$ cat src/rtl/cpu_types_pkg.sv
// cpu_types_pkg: shared CPU datapath types.
// Holds the multiply/divide op codes and the muldiv FSM states.
package cpu_types_pkg;

    typedef enum logic [1:0] {
        MD_MULT  = 2'b00,
        MD_MULTU = 2'b01,
        MD_DIV   = 2'b10,
        MD_DIVU  = 2'b11
    } muldiv_op_t;

    typedef enum logic [1:0] {
        IDLE = 2'b00,
        CALC = 2'b01,
        FIX  = 2'b10
    } muldiv_state_t;

endpackage

$ cat src/rtl/muldiv_unit.sv
// muldiv_unit: iterative radix-2 multiply/divide that writes its results to HI/LO.
// Define MULDIV_DIV_EN to build the divider datapath; otherwise DIV/DIVU finish as no-ops.
module muldiv_unit
    import cpu_types_pkg::*;
#(
    parameter int WIDTH = 32
) (
    input  logic             CLK,
    input  logic             nRST,
    input  logic             start,
    input  logic             flush,
    input  muldiv_op_t       op,
    input  logic [WIDTH-1:0] port_a,
    input  logic [WIDTH-1:0] port_b,
    output logic             busy,
    output logic             done,
    output logic             dz,
    output logic [WIDTH-1:0] hi,
    output logic [WIDTH-1:0] lo
);
    localparam int CW = $clog2(WIDTH + 1);
    typedef logic [2*WIDTH:0] acc_t;
    typedef logic [WIDTH-1:0] word_t;

    muldiv_state_t           state_q, state_d;
    logic [CW-1:0]           cnt_q;
    acc_t                    acc_q, mul_next;
    word_t                   b_q;
    logic                    is_div_q, neg_q;
    logic signed [WIDTH-1:0] a_s, b_s;
    logic                    sgn_op, a_neg, b_neg, accept;
    logic [WIDTH:0]          mul_sum;
    logic [2*WIDTH-1:0]      prod;
    word_t                   fix_hi, fix_lo;
    logic                    fix_dz, fix_wr;

    function automatic word_t mag(input word_t v, input logic neg);
        return neg ? -v : v;
    endfunction

    assign a_s    = port_a;
    assign b_s    = port_b;
    assign sgn_op = ~op[0];
    assign a_neg  = sgn_op && (a_s < 0);
    assign b_neg  = sgn_op && (b_s < 0);
    assign accept = (state_q == IDLE) && start && !flush;

`ifdef MULDIV_DIV_EN
    word_t          a_q;
    logic           neg_r_q, dz_q;
    acc_t           div_shift, div_next;
    logic [WIDTH:0] div_trial;

    // Restoring step: accumulator is {remainder[W:0], quotient[W-1:0]}.
    always_comb begin
        div_shift = {acc_q[2*WIDTH-1:0], 1'b0};
        div_trial = div_shift[2*WIDTH:WIDTH] - {1'b0, b_q};
        div_next  = div_trial[WIDTH] ? div_shift
                                     : {div_trial, div_shift[WIDTH-1:1], 1'b1};
    end
`endif

    always_comb begin
        state_d = state_q;
        unique case (state_q)
            IDLE: begin
                if (accept) begin
`ifdef MULDIV_DIV_EN
                    state_d = (op[1] && port_b == '0) ? FIX : CALC;
`else
                    state_d = op[1] ? FIX : CALC;
`endif
                end
            end
            CALC: begin
                if (flush)
                    state_d = IDLE;
                else if (cnt_q == CW'(1))
                    state_d = FIX;
            end
            FIX:     state_d = IDLE;
            default: state_d = IDLE;
        endcase
    end

    always_ff @(posedge CLK or negedge nRST) begin
        if (!nRST)
            state_q <= IDLE;
        else
            state_q <= state_d;
    end

    // Shift-add step: multiplier sits in the low half and is consumed LSB first.
    always_comb begin
        mul_sum  = acc_q[2*WIDTH:WIDTH] + (acc_q[0] ? {1'b0, b_q} : '0);
        mul_next = {1'b0, mul_sum, acc_q[WIDTH-1:1]};
        prod     = neg_q ? -acc_q[2*WIDTH-1:0] : acc_q[2*WIDTH-1:0];
        fix_hi   = prod[2*WIDTH-1:WIDTH];
        fix_lo   = prod[WIDTH-1:0];
        fix_dz   = 1'b0;
        fix_wr   = !is_div_q;
`ifdef MULDIV_DIV_EN
        if (is_div_q) begin
            fix_wr = 1'b1;
            if (dz_q) begin
                fix_dz = 1'b1;
                fix_hi = a_q;
                fix_lo = '1;
            end else begin
                fix_lo = neg_q ? -acc_q[WIDTH-1:0] : acc_q[WIDTH-1:0];
                fix_hi = neg_r_q ? -acc_q[2*WIDTH-1:WIDTH] : acc_q[2*WIDTH-1:WIDTH];
            end
        end
`endif
    end

    // Operand/accumulator registers carry no reset; they are always loaded on accept.
    always_ff @(posedge CLK) begin
        if (accept) begin
            acc_q    <= {{(WIDTH + 1){1'b0}}, mag(port_a, a_neg)};
            b_q      <= mag(port_b, b_neg);
            is_div_q <= op[1];
            neg_q    <= a_neg ^ b_neg;
`ifdef MULDIV_DIV_EN
            neg_r_q  <= a_neg;
            dz_q     <= (port_b == '0);
            a_q      <= port_a;
`endif
        end else if (state_q == CALC) begin
`ifdef MULDIV_DIV_EN
            acc_q <= is_div_q ? div_next : mul_next;
`else
            acc_q <= mul_next;
`endif
        end
    end

    always_ff @(posedge CLK or negedge nRST) begin
        if (!nRST) begin
            cnt_q <= '0;
            busy  <= 1'b0;
            done  <= 1'b0;
            dz    <= 1'b0;
            hi    <= '0;
            lo    <= '0;
        end else begin
            done <= 1'b0;
            if (accept) begin
                busy  <= 1'b1;
                cnt_q <= CW'(WIDTH);
            end else if (state_q == CALC) begin
                cnt_q <= cnt_q - CW'(1);
                if (flush)
                    busy <= 1'b0;
            end else if (state_q == FIX) begin
                busy <= 1'b0;
                if (!flush) begin
                    done <= 1'b1;
                    dz   <= fix_dz;
                    if (fix_wr) begin
                        hi <= fix_hi;
                        lo <= fix_lo;
                    end
                end
            end
        end
    end

endmodule
$ cat config.mk
export PLATFORM = sky130hd
export DESIGN_NAME = muldiv_unit
export DESIGN_NICKNAME = d
export VERILOG_FILES = /design/src/rtl/cpu_types_pkg.sv /design/src/rtl/muldiv_unit.sv
export SDC_FILE = /design/constraint.sdc
export NUM_CORES = 1
export LEC_CHECK = 0
export ABC_AREA = 1
export CELL_PAD_IN_SITES_DETAIL_PLACEMENT = 0
export CELL_PAD_IN_SITES_GLOBAL_PLACEMENT = 2
export CORE_MARGIN = 2
export CORE_UTILIZATION = 34
export CTS_CLUSTER_SIZE = 16
export DETAILED_ROUTE_END_ITERATION = 8
export HOLD_SLACK_MARGIN = 0.08
export PLACE_DENSITY_LB_ADDON = 0.1
export SLEW_MARGIN = 20
export SYNTH_ARGS = -nofsm -noshare
export SYNTH_HDL_FRONTEND = slang
export SYNTH_SLANG_ARGS = --single-unit
$ cat constraint.sdc
create_clock -name CLK -period 5.7 [get_ports CLK]
set_input_delay 1.14 -clock CLK [delete_from_list [all_inputs] [get_ports CLK]]
set_output_delay 1.14 -clock CLK [all_outputs]
set_load 0.05 [all_outputs]
==> flow_metrics.env <==
export IMPL_maxCapViolCount=0
export IMPL_clk_pin_slew_ns=0.06
export IMPL_final_max_slew_viol_count=0
export IMPL_period_share=0.5077
export IMPL_dp_slack_ns=2.274
export IMPL_muxShareOfSynthArea=0
export IMPL_vias=12423
export IMPL_final_setup_skew_ns=0.01610
export IMPL_fin_cells=2646
export IMPL_die_y_um=199.0
export IMPL_ys_types=46
export IMPL_rows=71
export IMPL_design_core_area_um2=37580
export IMPL_cts_hold_buf=0
export IMPL_dp_cells=2613
export IMPL_initial_core_util=0.3440
export IMPL_hold_slack_ns=0.4754
export IMPL_rsz0062_at_grt="false"
export IMPL_htree_levels=4
export IMPL_area_delta_synth_final_pct=19.11
export IMPL_cts_root_buffer="clkbuf_16"
export IMPL_status="completed"
export IMPL_cts_buffers=17
export IMPL_finalPower_mw=7.452
export IMPL_cp_max_fo=73
export IMPL_diodes=0
export IMPL_synth_top_family_by_area="simple AND/OR/NAND/NOR gates"
export IMPL_crit_path_end_kind="register"
export IMPL_portBuffers=135
export IMPL_leakagePower_nw=7.707
export IMPL_totalWireLength_um=42950
export IMPL_cts_setup_buffers=0
export IMPL_hp_class="register to register"
export IMPL_cts_resized=0
export IMPL_hold_viol=0
export IMPL_worst_skew_pair_late_latency_ns=0.45
export IMPL_drt_antenna_violating_nets=0
export IMPL_cts_sinks=172
export IMPL_finalSetupViolCount=0
export IMPL_worst_pin_slew_ns=0.9729
export IMPL_die_area_um2=39590
export IMPL_drive_gt1_frac=0.03185
export IMPL_final_util=0.4097
export IMPL_io_pins=137
export IMPL_placed_area_um2=14760
export IMPL_fin_tns_setup_ns=0
export IMPL_synth_xor_area_frac=0.05421
export IMPL_synth_fa_ha_area_frac=0.03736
export IMPL_dr_pass1_iters=5
export IMPL_fin_nets=2230
export IMPL_antenna_found_initial=0
export IMPL_grt_max_degree=87
export IMPL_post_synth_cell_area_avg_um2=6.434
export IMPL_synthSimpleGateAreaFrac=0.3757
export IMPL_grt_pass1_vias=11637
export IMPL_design_area_um2=15400
export IMPL_synthesis_nets=2117
export IMPL_critPathLaunchType="input port"
export IMPL_hpwl_um=34760
export IMPL_synth_warnings=0
export IMPL_synthCells=2009
export IMPL_grt_usage=0.2232
export IMPL_nFillCells=4129
export IMPL_vias_per_cell=4.695
export IMPL_crit_type="input port to register"
export IMPL_wl_per_cell_um=16.23
export IMPL_cp_required_ns=5.86
export IMPL_place_gp_congestion=0.8679
export IMPL_die_w_um=199.0
export IMPL_period_minus_slack_ns=2.894
export IMPL_cts_tree="built"
export IMPL_slew_headroom=0.3514
export IMPL_drt_iter0_drc=951
export IMPL_clockBufferDepth=2
export IMPL_syn_cell_area_um2=12930
export IMPL_synth_seq_cells=172
export IMPL_max_freq_ghz=0.3456
export IMPL_synth_compound_area_frac=0.07511
export IMPL_overflow=0
export IMPL_setup_slack_ns=2.806
export IMPL_route_detailed_drc=0
export IMPL_grt_first_pass_wirelength_um=67230
export IMPL_p_per_area_nw_per_um2=484.0
export IMPL_seq_area_frac_synth=0.3461
export IMPL_ir_worst_vdd_mv=0.2384
export IMPL_cp_arrival_ns=3.05
synthesized netlist by cell type, drive strengths merged:
master	number	area share
a211oi	1	0.00058
a21o	1	0.00058
a21oi	37	0.014
a22oi	1	0.00058
a31o	1	0.00068
a31oi	9	0.0044
buf	24	0.0098
clkbuf	27	0.0078
clkinv	2	0.00068
conb	1	0.00029
dfrtp	74	0.14
dfxtp	32	0.050
edfxtp	66	0.15
fa	1	0.0015
ha	37	0.036
inv	320	0.093
nand2	688	0.20
nand3	189	0.074
nand3b	8	0.0046
nand4	24	0.012
nor2	219	0.066
nor3	31	0.013
nor3b	1	0.00097
nor4	5	0.0036
o211ai	10	0.0058
o21ai	109	0.042
o21bai	6	0.0035
o22ai	1	0.00048
o31ai	3	0.0017
or2	1	0.00048
xnor2	15	0.010
xor2	65	0.044
flip-flops by register name, indices dropped and copies added, names as in the netlist:
name / count
is_div_q: 1
neg_q: 1
cnt_q: 6
done: 1
state_q: 2
lo: 32
busy: 1
hi: 32
acc_q: 64
b_q: 32
cell usage in the layout (no fill, tap or decap), types with 2 or more instances in the layout:
master,synthesis,routed
nor4_1,4,4
nor2_2,5,6
nor2_1,211,210
nand2_1,684,684
o211ai_1,10,10
dfxtp_1,32,32
inv_1,316,315
clkbuf_16,0,17
edfxtp_1,66,66
dfrtp_1,74,74
clkinv_1,1,5
inv_2,4,5
nand3_1,186,185
bufinv_16,0,4
a21oi_1,37,37
nor3_2,2,2
nor3_1,29,29
nor2_4,3,3
nand2_2,3,3
xor2_1,65,65
o21bai_1,6,6
o21ai_0,94,94
ha_1,37,37
inv_6,0,3
o21ai_1,14,14
buf_4,2,10
nand4_1,24,24
nand3_2,3,4
nand3b_1,8,8
a31oi_1,9,9
clkdlybuf4s50_1,0,134
o31ai_1,3,3
xnor2_1,15,15
worst max-delay path: stages:
cell and delay [ns]:
clkdlybuf4s50_1 0.54, inv_1 0.09, nand3_2 0.09, buf_4 0.59
nand2_1 0.23, buf_4 0.33
final timing paths:
kind                            startpoint   endpoint  slack, ns  depth (start not counted)
worst max-delay path                 flush  acc_q[18]       2.81                          6
worst min-delay path                hi[27]     hi[27]       0.48                          2
worst max register to register    acc_q[0]  acc_q[62]       3.03                         15
worst min register to register      hi[27]     hi[27]       0.48                          2
max in group asynchronous             nRST     hi[14]       4.23                          1
min in group asynchronous             nRST     lo[19]       0.85                          1
cell families (layout without fill, tap and decap cells):
| kind of cell | after synthesis | in the layout |
|---|---|---|
| adders and majority gates | 38 | 38 |
| DFF | 172 | 172 |
| other | 1 | 1 |
| AOI/OAI and AO/OA | 179 | 179 |
| buffers and inverters | 373 | 499 |
| xor gates and xnor gates | 80 | 80 |
| and+or+nand+nor | 1166 | 1166 |
final cells by class:
type / count / area [µm²] / area share
Sequential cell: 172 / 4474 / 0.2906
Tap cell: 511 / 639.4 / 0.04153
Timing Repair Buffer: 145 / 1431 / 0.09297
Multi-Input combinational cell: 1464 / 7022 / 0.4561
Inverter: 322 / 1210 / 0.07859
Clock inverter: 15 / 193.9 / 0.01260
Clock buffer: 17 / 425.4 / 0.02763
power by group:
| part | internal, mW | switching (mW) | leakage, nW | total [mW] |
|---|---|---|---|---|
| logic | 1.26 | 2.63 | 5.61 | 3.89 |
| registers | 1.79 | 0.515 | 1.80 | 2.31 |
| clock network | 0.734 | 0.521 | 0.296 | 1.25 |
| total | 3.78 | 3.67 | 7.71 | 7.45 |
metal layers:
layer / vias to the layer above / share of wire / global-route usage
met2: 254 / 0.41 / 0.3196
li1: 6544 / - / -
met4: 0 / 0.0086 / 0.04478
met5: - / 0 / 0
met3: 21 / 0.039 / 0.02526
met1: 5604 / 0.54 / 0.3545
Power figures use the tool's default switching activity.
